File: src/rtl/loader_pkg.sv
// Shared types and defaults for the boot-time instruction memory loader.
package loader_pkg;

  typedef enum logic [2:0] {
    IDLE,
    LEN0,
    LEN1,
    DATA,
    CSUM,
    DONE,
    ERR
  } state_e;

  localparam logic [7:0] SYNC_BYTE_DEFAULT = 8'hA5;

endpackage

File: src/rtl/rom_loader.sv
// Receives a framed byte stream, assembles little-endian words and writes them
// to instruction memory; releases the CPU hold only after a good checksum.
module rom_loader
  import loader_pkg::*;
#(
  parameter logic [31:0] ADDR_BASE = 32'h0000_0000,
  parameter int unsigned MAX_WORDS = 4096,
  parameter logic [7:0]  SYNC_BYTE = SYNC_BYTE_DEFAULT
) (
  input  logic        clk,
  input  logic        rst,
  input  logic [7:0]  rx_data_i,
  input  logic        rx_valid_i,
  output logic        rx_ready_o,
  output logic        we_o,
  output logic [31:0] addr_o,
  output logic [31:0] data_o,
  output logic        hold_o,
  output logic        done_o,
  output logic        err_o
);

  localparam logic [16:0] MAX_WORDS_17 = 17'(MAX_WORDS);

  state_e      state_q, state_d;
  logic [15:0] len_q, len_d;
  logic [15:0] idx_q, idx_d;
  logic [1:0]  bcnt_q, bcnt_d;
  logic [31:0] asm_q, asm_d;
  logic [7:0]  csum_q, csum_d;
  logic        we_q, we_d;
  logic [31:0] addr_q, addr_d;
  logic [31:0] data_q, data_d;
  logic        hold_q, hold_d;
  logic        done_q, done_d;
  logic        err_q, err_d;

  logic        accept;
  logic        is_sync;
  logic [15:0] len_full;
  logic [31:0] word_next;

  // No byte can be taken while the write strobe is out, nor while in reset.
  assign rx_ready_o = rst & ~we_q;
  assign accept     = rx_valid_i & rx_ready_o;
  assign is_sync    = (rx_data_i == SYNC_BYTE);
  assign len_full   = {rx_data_i, len_q[7:0]};
  assign word_next  = {rx_data_i, asm_q[31:8]};

  always_comb begin
    state_d = state_q;
    len_d   = len_q;
    idx_d   = idx_q;
    bcnt_d  = bcnt_q;
    asm_d   = asm_q;
    csum_d  = csum_q;
    we_d    = 1'b0;
    addr_d  = addr_q;
    data_d  = data_q;
    hold_d  = hold_q;
    done_d  = done_q;
    err_d   = err_q;

    if (accept) begin
      case (state_q)
        IDLE: begin
          if (is_sync) begin
            state_d = LEN0;
            len_d   = '0;
            csum_d  = '0;
          end
        end
        LEN0: begin
          len_d   = {8'h00, rx_data_i};
          state_d = LEN1;
        end
        LEN1: begin
          len_d = len_full;
          if ({1'b0, len_full} > MAX_WORDS_17) begin
            state_d = ERR;
            err_d   = 1'b1;
            done_d  = 1'b0;
            hold_d  = 1'b1;
          end else if (len_full == 16'd0) begin
            state_d = CSUM;
          end else begin
            state_d = DATA;
            idx_d   = '0;
            bcnt_d  = '0;
          end
        end
        DATA: begin
          asm_d  = word_next;
          csum_d = csum_q ^ rx_data_i;
          bcnt_d = bcnt_q + 2'd1;
          if (bcnt_q == 2'd3) begin
            we_d   = 1'b1;
            data_d = word_next;
            addr_d = ADDR_BASE + {14'd0, idx_q, 2'b00};
            idx_d  = idx_q + 16'd1;
            if (idx_q == len_q - 16'd1) begin
              state_d = CSUM;
            end
          end
        end
        CSUM: begin
          if (rx_data_i == csum_q) begin
            state_d = DONE;
            done_d  = 1'b1;
            err_d   = 1'b0;
            hold_d  = 1'b0;
          end else begin
            state_d = ERR;
            err_d   = 1'b1;
            done_d  = 1'b0;
            hold_d  = 1'b1;
          end
        end
        DONE, ERR: begin
          // Resynchronisation is only possible once a frame has finished.
          if (is_sync) begin
            state_d = LEN0;
            done_d  = 1'b0;
            err_d   = 1'b0;
            hold_d  = 1'b1;
            len_d   = '0;
            csum_d  = '0;
          end
        end
        default: state_d = IDLE;
      endcase
    end
  end

  always_ff @(posedge clk or negedge rst) begin
    if (!rst) begin
      state_q <= IDLE;
      len_q   <= '0;
      idx_q   <= '0;
      bcnt_q  <= '0;
      asm_q   <= '0;
      csum_q  <= '0;
      we_q    <= 1'b0;
      addr_q  <= ADDR_BASE;
      data_q  <= '0;
      hold_q  <= 1'b1;
      done_q  <= 1'b0;
      err_q   <= 1'b0;
    end else begin
      state_q <= state_d;
      len_q   <= len_d;
      idx_q   <= idx_d;
      bcnt_q  <= bcnt_d;
      asm_q   <= asm_d;
      csum_q  <= csum_d;
      we_q    <= we_d;
      addr_q  <= addr_d;
      data_q  <= data_d;
      hold_q  <= hold_d;
      done_q  <= done_d;
      err_q   <= err_d;
    end
  end

  assign we_o   = we_q;
  assign addr_o = addr_q;
  assign data_o = data_q;
  assign hold_o = hold_q;
  assign done_o = done_q;
  assign err_o  = err_q;

endmodule

File: config.mk
export PLATFORM = sky130hd
export DESIGN_NAME = rom_loader
export DESIGN_NICKNAME = d
export VERILOG_FILES = /design/src/rtl/loader_pkg.sv /design/src/rtl/rom_loader.sv
export SDC_FILE = /design/constraint.sdc
export NUM_CORES = 1
export LEC_CHECK = 0
export CORE_MARGIN = 2
export CORE_UTILIZATION = 55
export CTS_BUF_LIST = sky130_fd_sc_hd__clkbuf_4 sky130_fd_sc_hd__clkbuf_8 sky130_fd_sc_hd__clkbuf_16
export DETAILED_ROUTE_END_ITERATION = 8
export PLACE_DENSITY = 0.8
export SLEW_MARGIN = 10
export SYNTH_ARGS = -nofsm -noshare
export SYNTH_HDL_FRONTEND = slang
export SYNTH_SLANG_ARGS = --single-unit
File: constraint.sdc
create_clock -name clk -period 2.9 [get_ports clk]
set_input_delay 0.58 -clock clk [delete_from_list [all_inputs] [get_ports clk]]
set_output_delay 0.58 -clock clk [all_outputs]
set_load 0.005 [all_outputs]
# After elaboration in Yosys (flattened, before gate mapping)

Index checks and enable logic that the tools add are counted.

Register bits: 129
Input port bits: 11
Word-level logic and storage cells: 87
Output and inout port bits: 69

Add/subtract/negate cells: 3
Reductions and logical operators: 18
Magnitude comparators: 1
Eq/ne operators: 17
Mux-type cells: 30
Bitwise gates (word level): 5

Operator list:

| cell                                                             | count |
|---|---|
| 2-to-1 mux 16 bit                                                | 4 |
| case mux 16 bit (3 select lines)                                 | 1 |
| case mux 16 bit (2 select lines)                                 | 1 |
| adder 16 x 1 -> 16 bit (second input constant)                   | 1 |
| == test 16 bit                                                   | 1 |
| greater-than comparator 16 x 13 -> 1 bit (second input constant) | 1 |
| logical NOT 16 bit                                               | 1 |
| case mux 8 bit (2 select lines)                                  | 1 |
| AND reduction 4 bit                                              | 4 |
| subtractor 16 x 1 -> 16 bit (second input constant)              | 1 |
| 2-to-1 mux 3 bit                                                 | 5 |
| case mux 3 bit (5 select lines)                                  | 1 |
| != test 2 bit (second input constant)                            | 6 |
| == test 3 bit (second input constant)                            | 3 |
| 2-to-1 mux 1 bit                                                 | 9 |
| case mux 1 bit (3 select lines)                                  | 3 |
| AND reduction 3 bit                                              | 3 |
| == test 8 bit                                                    | 1 |
| == test 8 bit (second input constant)                            | 1 |
| 2-to-1 mux 8 bit                                                 | 1 |
| bitwise XOR 8 bit                                                | 1 |
| == test 3 x 2 -> 1 bit (second input constant)                   | 2 |
| 2-to-1 mux 2 bit                                                 | 3 |
| nonzero test 2 bit                                               | 3 |
| other kinds (13)                                                 | 16 |

# Longest topological paths before layout

Depth in word-level cells: 5
Mapped depth: 9
Mapped depth without buffers: 9

# Worst setup path after synthesis

OpenSTA, ideal clock, no wires.

Path kind: input -> register
Start point: input port rx_data_i[5]
End point: register len_q[0]
Stages on the path: 9
Path slack: 0.486 ns
Data required time: 2.768 ns
Path buffers: 2
Arrival: 2.282 ns
Setup time: 0.132 ns
Cells stage by stage: clkbuf_1 -> nor4bb_1 -> nand4_1 -> maj3_1 -> o32ai_1 -> nand2_1 -> clkbuf_1 -> nand2_1 -> o21ai_1

Cells in the longest elaborated chain, start to end: 3

RTL lines:

| element                          | RTL line          | source |
|---|---|---|
| start, declared                  | rom_loader.sv:12  | `input logic [7:0] rx_data_i,` |
| == test 8 bit                    | rom_loader.sv:46  | `assign is_sync = (rx_data_i == SYNC_BYTE);` |
| != test 2 x 1 -> 1 bit (no line) | n/a               |  |
| AND reduction 4 bit (no line)    | n/a               |  |
| end signal, assigned             | rom_loader.sv:151 | `len_q <= len_d;` |
| end, declared                    | rom_loader.sv:26  | `logic [15:0] len_q, len_d;` |

Every way passes these cells.
A chain may end at the register's enable or synchronous reset.

# Final worst setup path

Start point: register len_q[2]
End point: register state_q[2]

Cells in the longest elaborated chain, start to end: 4
Elaborated cells between the ends (all ways): 9
Those cells by class: add/sub (1); order compare (1); eq/ne (2); mux (3); reduce/logical (2)

RTL lines:

| element                                                                                 | RTL line                            | source |
|---|---|---|
| subtractor 16 x 1 -> 16 bit / logical NOT 16 bit (equally long branches)                | rom_loader.sv:101, rom_loader.sv:84 |  |
| == test 16 bit / 2-to-1 mux 3 bit (equally long branches)                               | rom_loader.sv:101, rom_loader.sv:84 |  |
| != test 2 bit (no line) / 2-to-1 mux 3 bit (equally long branches)                      | n/a                                 |  |
| AND reduction 4 bit (no line) / case mux 3 bit (5 select lines) (equally long branches) | n/a                                 |  |
| end signal, assigned                                                                    | rom_loader.sv:150                   | `state_q <= state_d;` |
| end, declared                                                                           | rom_loader.sv:25                    | `state_e state_q, state_d;` |

Parallel ways exist; a longest one is shown, timed or not.

==> impl_metrics.csv <==
group,metric,value,unit
outcome,status,"finished, final reports clean",
placement,routabilityCongestion,0.872,
floorplan,core,10700,µm²
clock_network,postCtsSetupRepairBufs,0,
grt,grt_max_degree,78,
synthesis,ys_warn_count,0,
power,fin_total_pwr,6.78,mW
synthesis,syn_inst,599,
timing,relSlewSlack,0.369,
synthesis,yosysTopAreaCellShare,0.502,
routing,num_vias,4663,
synthesis,synth_most_common_cell,"dfrtp_1",
clock_network,ctsRootBufferMaster,"clkbuf_8",
timing,timing.final.ws_setup,0.208,ns
routing,drc_errors,0,
critical_path,required,3.36,ns
synthesis,netlist_top_cells_count,"dfrtp_1 (120), nand2_1 (115), nor2_1 (39)",
synthesis,synthesis.area,5980,µm²
grt,grt-ovfl-total,0,
critical_path,path_cells,"or4_1 > nor3_4 > nand4_1 > xnor2_1 > or4_1 > or3_1 > nand2_1",
routing,finalWirelength,14.8,mm
cells_and_area,drive_gt1_frac,0.136,
routing,vias_per_cell,5.65,
timing,max_freq,371,MHz
grt,antenna_found_initial,0,
critical_path,path_max_fanout,9,
critical_path,rrSetupSlack,0.21,ns
routing,drtPass1Iterations,5,
critical_path,critPathMaxStageDelay,0.63,ns
clock_network,cts_made_buffers,17,
grt,grt_pass1_wl,24.2,mm
clock_network,cts_tree,"done",
grt,grt.total_usage,0.275,
critical_path,crit_top_cell,"or4_1",
clock_network,clock_path_buffers,2,
cells_and_area,nets,687,
floorplan,start_util,0.557,
clock_network,cts_max_level,4,
synthesis,yosysSeqAreaShare,0.506,
floorplan,die_w,108,µm
critical_path,path_class,"reg2reg",
synthesis,ys_top_cells_by_area,"dfrtp_1 (50%), nand2_1 (7.2%), mux2_1 (5.1%)",
placement,dp_slack,0.0219,ns
synthesis,synth_enable_flop_cells,0,
critical_path,critPathArrivalTime,3.15,ns
floorplan,core.rowCount,38,
timing,fin_setup_tns,0,ns
synthesis,yosys.area.top_type,"dfrtp_1",
grt,first_global_vias,4799,
clock_network,clock_sinks,121,
critical_path,reg2reg_from,"len_q[2]",
timing,worst_pin_slew,0.947,ns
synthesis,synth-main-ff-cell,"dfrtp_1",
timing,fin_crit_sh,0.928,
critical_path,critPathSlowestCell,"or4_1",
routing,drt-initial-drc-count,253,
synthesis,synthArstFlopShare,1.00,
routing,ant_nets,0,
floorplan,die_h,108,µm
cells_and_area,area_delta_synth_final,23.0,%
power,ir_drop,516,µV
synthesis,synth_cell_types,62,
synthesis,syn_avg_cell_area,9.99,µm²
synthesis,yosys_register_bits,121,
job,max-cap-violations,0,
critical_path,r2r-end,"state_q[2]",
timing,setup_viol,0,
placement,io_buffers,63,
timing,rsz0062_at_grt,"false",
clock_network,ctsResizeCount,0,
power,p_leak,3.44,nW
worst_hold_path,hold_path.class,"in2async",
critical_path,crit_path_start_kind,"register",
clock_network,clk_latency,0.52,ns
routing,routedWlPerCell,17.9,µm
critical_path,cp-end-kind,"register",
timing,slew_viol_final,0,
cells_and_area,n_fill_cell,804,
power,power.density,921,nW/µm²
timing,fin_worst_skew,0.00688,ns
floorplan,ioPinCount,80,
placement,post-dp-hpwl,9.94,mm
timing,period_minus_slack,2.69,ns
timing,finalHoldViolations,0,
floorplan,die-area,11700,µm²
clock_network,clkTransAtPathRegs,0.06,ns
critical_path,rr_worst_depth,7,
cells_and_area,antenna_cells,0,
-- critical path: cells and delay by family (launching register included) --
family / cells / cell delay, ns
flip-flops: 1 / 0.48
XOR/XNOR: 1 / 0.16
AND/OR/NAND/NOR: 6 / 1.98
-- flip-flops by register name (all words and copies together) (netlist names) --
signal,cells
csum_q,8
done_o,1
state_q,3
bcnt_q,2
addr_o,16
we_o,1
len_q,16
data_o,32
hold_o,1
idx_q,16
err_o,1
asm_q,24
-- area by class of cell --
| cell class | instances | area [µm²] | area share |
|---|---|---|---|
| repair buffers | 89 | 838 | 0.114 |
| multi-input cells | 427 | 2690 | 0.365 |
| clock inverters | 15 | 158 | 0.0214 |
| inverters | 16 | 60.1 | 0.00816 |
| clock buffers | 17 | 414 | 0.0563 |
| well taps | 140 | 175 | 0.0238 |
| flip-flops and latches | 121 | 3030 | 0.411 |
-- cells by family after synthesis --
kind of cell	Yosys count	synth area share
xor+xnor	44	0.0675
simple gates	229	0.184
buf+inv	66	0.0546
compound gates	81	0.0801
mux	52	0.0972
other cells	1	0.000627
flops	121	0.506
fa+ha+maj	5	0.0100
-- worst max-delay path by stage --
stage	startpoint	slack, ns	to	cells past startpoint
floorplan	rx_data_i[5]	0.49	len_q[0]	9
CTS	len_q[5]	0.24	state_q[2]	7
finish	len_q[2]	0.21	state_q[2]	7
detailed placement	rx_data_i[0]	0.02	idx_q[14]	8
global route	len_q[2]	0.06	state_q[2]	7
global placement	rx_data_i[0]	0.11	idx_q[14]	8
-- through the flow --
step / area [µm²] / hold slack [ns] / utilization / cells
floorplan: 6040 / 0.284 / - / 614
detailed placement: 6780 / 0.401 / 0.631 / 792
CTS: 7360 / 0.415 / 0.685 / 825
global placement: 6780 / 0.396 / 0.631 / 792
global route: 7360 / 0.415 / 0.685 / 825
finish: 7360 / 0.430 / 0.685 / 825
-- layer usage --
layer | track usage | wire [µm] | vias up
met4 | 0.104 | 382 | 0
met3 | 0.0766 | 899 | 29
met5 | 0 | 0 | -
met1 | 0.361 | 6320 | 2293
met2 | 0.436 | 7170 | 180
li1 | - | - | 2161
-- power by group --
part / leakage, nW / internal [mW] / switching [mW]
Clock: 0.270 / 1.17 / 0.872
Sequential: 1.57 / 2.18 / 0.435
Combinational: 1.60 / 1.15 / 0.972
Total: 3.44 / 4.50 / 2.28
-- placed cells by master (no fill, tap or decap), drive strengths merged, types with 9 or more instances in the layout --
cell	n
a21oi	10
buf	26
clkbuf	17
clkdlybuf4s50	62
conb	16
dfrtp	120
inv	25
mux2	49
nand2	115
nand3	16
nand4	14
nor2	40
nor4	9
o21ai	48
xnor2	28
xor2	16
-- what timing repair did --
item,CTS,global route
hold buffers,1,0
endpoints found under the setup margin,0,0
endpoints found under the hold margin,3,0
Power figures use the tool's default switching activity.
